==> src/rtl/regdump_pkg.sv <==
// Shared definitions for the register-file dump engine.
//   state_e        : dump sequencer states, also exported as a debug port
//   nreg_of()      : register count for a given address width
//   DUMP_WORDS_MAX : longest possible dump (whole file) at the default width
package regdump_pkg;

  typedef enum logic [1:0] {
    S_IDLE = 2'd0,
    S_READ = 2'd1,
    S_SEND = 2'd2,
    S_FIN  = 2'd3
  } state_e;

  localparam int DEF_AW = 3;

  function automatic int nreg_of(input int aw);
    return 1 << aw;
  endfunction

  localparam int DUMP_WORDS_MAX = nreg_of(DEF_AW);

endpackage

==> src/rtl/regfile_dumper.sv <==
// regfile_dumper: walks an address range of the register file on its second
// read port and streams (address, data) pairs to a debug sink.
//
// Ports
//   clk        clock, all state on posedge
//   rst        synchronous active-low reset
//   start      one-cycle dump request, ignored while busy
//   first/last inclusive address range, latched when start is accepted;
//              the range wraps modulo the register count when first > last
//   ra         read address driven to the register file
//   rd         combinational read data for ra
//   out_*      output word stream
//   busy       high from the cycle after an accepted start through done
//   done       one-cycle pulse after the final word is taken
//   dbg_state  current sequencer state
//
// Output stream handshake: a word transfers on a rising clock edge where
// out_valid && out_ready. Once out_valid rises, out_addr/out_data stay
// unchanged until that transfer; out_ready while out_valid is low is ignored.
module regfile_dumper
  import regdump_pkg::*;
#(
  parameter int N  = 8,
  parameter int AW = 3
) (
  input  logic          clk,
  input  logic          rst,
  input  logic          start,
  input  logic [AW-1:0] first,
  input  logic [AW-1:0] last,
  output logic [AW-1:0] ra,
  input  logic [N-1:0]  rd,
  output logic          out_valid,
  input  logic          out_ready,
  output logic [AW-1:0] out_addr,
  output logic [N-1:0]  out_data,
  output logic          busy,
  output logic          done,
  output state_e        dbg_state
);

  state_e        r_state;
  state_e        w_next;
  logic [AW-1:0] r_cur;
  logic [AW-1:0] r_end;
  logic [AW-1:0] r_ra;
  logic [AW-1:0] r_out_addr;
  logic [N-1:0]  r_out_data;
  logic          w_hs;
  logic [AW-1:0] w_cur_inc;

  assign w_hs      = (r_state == S_SEND) && out_ready;
  // Plain AW-bit increment: the wrap from NREG-1 to 0 is the range wrap.
  assign w_cur_inc = r_cur + AW'(1);

  // State register
  always_ff @(posedge clk) begin
    if (!rst) r_state <= S_IDLE;
    else      r_state <= w_next;
  end

  // Next-state logic
  always_comb begin
    w_next = r_state;
    case (r_state)
      S_IDLE: if (start) w_next = S_READ;
      S_READ: w_next = S_SEND;
      S_SEND: if (w_hs) w_next = (r_cur == r_end) ? S_FIN : S_READ;
      S_FIN:  w_next = S_IDLE;
      default: w_next = S_IDLE;
    endcase
  end

  // State-decoded outputs
  always_comb begin
    busy      = (r_state != S_IDLE);
    done      = (r_state == S_FIN);
    out_valid = (r_state == S_SEND);
  end

  // Datapath: range counter, read address and captured output word.
  // ra is only updated on start and on advancing, so it holds in IDLE/FIN.
  always_ff @(posedge clk) begin
    if (!rst) begin
      r_cur      <= '0;
      r_end      <= '0;
      r_ra       <= '0;
      r_out_addr <= '0;
      r_out_data <= '0;
    end else begin
      case (r_state)
        S_IDLE: begin
          if (start) begin
            r_cur <= first;
            r_end <= last;
            r_ra  <= first;
          end
        end
        S_READ: begin
          // rd is combinational from ra, which equals r_cur in this state
          r_out_addr <= r_cur;
          r_out_data <= rd;
        end
        S_SEND: begin
          if (w_hs && (r_cur != r_end)) begin
            r_cur <= w_cur_inc;
            r_ra  <= w_cur_inc;
          end
        end
        default: ;
      endcase
    end
  end

  assign ra        = r_ra;
  assign out_addr  = r_out_addr;
  assign out_data  = r_out_data;
  assign dbg_state = r_state;

endmodule

==> config.mk <==
export PLATFORM = sky130hd
export DESIGN_NAME = regfile_dumper
export DESIGN_NICKNAME = d
export VERILOG_FILES = /design/src/rtl/regdump_pkg.sv /design/src/rtl/regfile_dumper.sv
export SDC_FILE = /design/constraint.sdc
export NUM_CORES = 1
export LEC_CHECK = 0
export BUFFER_PORTS_ARGS = -buffer_cell sky130_fd_sc_hd__buf_2
export CORE_MARGIN = 2
export CORE_UTILIZATION = 40
export DETAILED_ROUTE_END_ITERATION = 12
export PLACE_DENSITY = 0.69
export SYNTH_ARGS = -nofsm -noshare
export SYNTH_HDL_FRONTEND = slang
export SYNTH_SLANG_ARGS = --single-unit
==> constraint.sdc <==
create_clock -name clk -period 2.7 [get_ports clk]
set_input_delay 0.405 -clock clk [delete_from_list [all_inputs] [get_ports clk]]
set_output_delay 0.405 -clock clk [all_outputs]
set_load 0.01 [all_outputs]
==> flow_summary.toml <==
[status]
outcome = "complete, no violations"

[min_path]
hold_depth = 3
hold_path.class = "input pin to register"
min-delay-start = "last[0]"
hold_end = "r_end[0]"

[critical_path]
reg2reg_slack_ns = 1.10
start_kind = "register"
reg2reg_depth = 5
crit_arrival_ns = 1.42
crit_type = "register to output pin"
r2r_end = "ra[1]"
end_kind = "output pin"
worstPathMaxFanout = 14
reg2reg_from = "dbg_state[0]"
required_ns = 2.30

[timing]
fin_setup_tns_ns = 0
min_period_ns = 1.82
fin_crit_sh_pct = 67.6
timing.final.max_slew_violations = 0
slew_headroom_pct = 68.9
worst_slew_pin_slew_ns = 0.464
clock_skew_ns = 0.00461
finalHoldWorstSlack_ns = 0.340
hold_viol = 0
rsz0062_at_grt = "no"
setup_viol = 0
fmax_ghz = 0.548

[synth]
synthCells = 103
synth-adder-area-share_pct = 1.50
ys_seq_area_share_pct = 45.5
synthesis.area_per_instance_um2 = 8.11
yosysWarnings = 0
ys_types = 28
synth_top_family_by_area = "simple AND/OR/NAND/NOR gates"
syn_nets = 122
syn_area_um2 = 836
synth.mux.area_fraction_pct = 0
yosys.area_share.simple_pct = 24.1
synth_compound_area_share_pct = 22.2
synth_xor_area_share_pct = 3.14
synth_seq_cells = 19

[clock_network]
h-tree-depth = 1
cts.sinks = 19
postCtsSetupRepairBufs = 0
holdBufCountCts = 0
cts_tree = "yes"
cts-root-buf = "clkbuf_4"
clkSlewWorstSetupHoldPaths_ns = 0.10
cts_buffers = 3
cts_resized = 0
clock_latency_ns = 0.29
clockBufferDepth = 2

[routing]
vias = 824
wl_per_cell_um = 11.0
first_pass_iters = 4
drtAntennaViolNets = 0
drc_errors = 0
routed_wl_um = 1820
drt_iter0_drc = 15
vias_per_cell = 4.96

[layout]
antenna_cells = 0
layout_commonest_cell = "buf_2"
fin_util_pct = 53.9
seqCellArea_um2 = 380
syn_to_final_growth_pct = 26.5
nets = 159
drive_gt1_share_pct = 31.7
multi_input_area_um2 = 425
final_cell_mix = "36 x buf_2, 31 x nand2_1, 19 x dfxtp_1, 16 x a21oi_1"
nFillCells = 208

[floorplan]
rows = 16
ioPinCount = 37
start_util_pct = 42.6
dieHeight_um = 49.7
die_area_mm2 = 0.00247
core_mm2 = 0.00196
die_w_um = 49.7

[place]
port_buffers = 36
finalWeightedCongestion = 0.865
hpwl_um = 1350

[grt]
antenna_found_initial = 0
overflow = 0
grt_pass1_vias = 713
grt_max_degree = 19
track_usage_pct = 15.7
grt_pass1_wl_um = 3070

[power]
p_per_area_mw_per_mm2 = 545
power_uw = 576
peakVddDrop_mv = 0.498
p_leak_nw = 0.481

[run]
max-cap-violations = 0
[stage by stage]
stage,area [um^2],std cells,worst slack [ns]
after global placement,1030,162,1.22
after detailed placement,1030,162,1.13
after floorplan,836,103,1.36
after CTS,1060,166,0.868
after global routing,1060,166,0.752
final,1060,166,0.876
[sequential cells by signal, summed over array words and instances, names as in the netlist]
| register | cells |
|---|---|
| dbg_state | 2 |
| r_end | 3 |
| out_addr | 3 |
| out_data | 8 |
| ra | 3 |
[worst max-delay path by stage]
stage                     cells past startpoint        end          from  slack (ns)
final                                         3  out_valid  dbg_state[0]        0.88
after global routing                          3  out_valid  dbg_state[0]        0.75
after CTS                                     3  out_valid  dbg_state[0]        0.87
after detailed placement                      5      ra[1]  dbg_state[0]        1.13
after global placement                        4      ra[0]           rst        1.22
after floorplan                               4      ra[2]         ra[1]        1.36
[layer usage]
layer  share of wire (%)  routed length [um]  global-route usage (%)  up-vias
li1                    -                   -                       -      428
met1                  45                 820                    19.8      374
met2                  49                 895                    26.7       22
met3                 5.8                 106                    5.45        0
met4                   0                   0                    1.39        0
met5                   0                   0                       0        -
[cells in the mapped netlist]
library cell | count | area [um^2]
ha_1 | 1 | 12.5
clkinv_1 | 2 | 7.51
nand2_1 | 31 | 116
nand3_1 | 1 | 5.00
nor3_1 | 1 | 5.00
a211oi_1 | 1 | 7.51
dfxtp_1 | 19 | 380
and2_1 | 1 | 6.26
o211ai_1 | 1 | 7.51
nand2b_2 | 1 | 8.76
a311oi_1 | 1 | 8.76
nand2b_1 | 2 | 12.5
o2bb2ai_1 | 2 | 17.5
and2b_1 | 1 | 7.51
a221oi_1 | 1 | 8.76
buf_2 | 3 | 15.0
nor2_1 | 3 | 11.3
inv_1 | 1 | 3.75
xor2_1 | 3 | 26.3
a21oi_2 | 1 | 8.76
o31ai_1 | 2 | 15.0
a21oi_1 | 16 | 80.1
and4bb_2 | 1 | 12.5
nor4bb_1 | 1 | 10.0
clkbuf_1 | 1 | 3.75
or2_2 | 1 | 6.26
o21ai_0 | 3 | 15.0
o311ai_2 | 1 | 16.3
[cells by family after synthesis]
logic type      after synthesis
compound gates               29
fa+ha+maj                     1
flops                        19
simple gates                 44
xor+xnor                      3
buf+inv                       7
[layout make-up]
class	count	share of cell area, %
Inverter	3	1.07
Timing Repair Buffer	36	17.0
Sequential cell	19	36.0
Multi-Input combinational cell	77	40.2
Tap cell	27	3.20
Clock buffer	4	2.49
[worst max-delay path, stage by stage (launching register included)]
cell	delay (ns)
dfxtp_1	0.57
nand2b_2	0.24
clkinv_1	0.15
buf_2	0.17
[power by group]
part           switching [mW]  total [mW]  internal [mW]
clock                  0.0809       0.138         0.0575
combinational          0.0676       0.118         0.0503
sequential             0.0208       0.320          0.299
(Power assumes the default switching activity.)
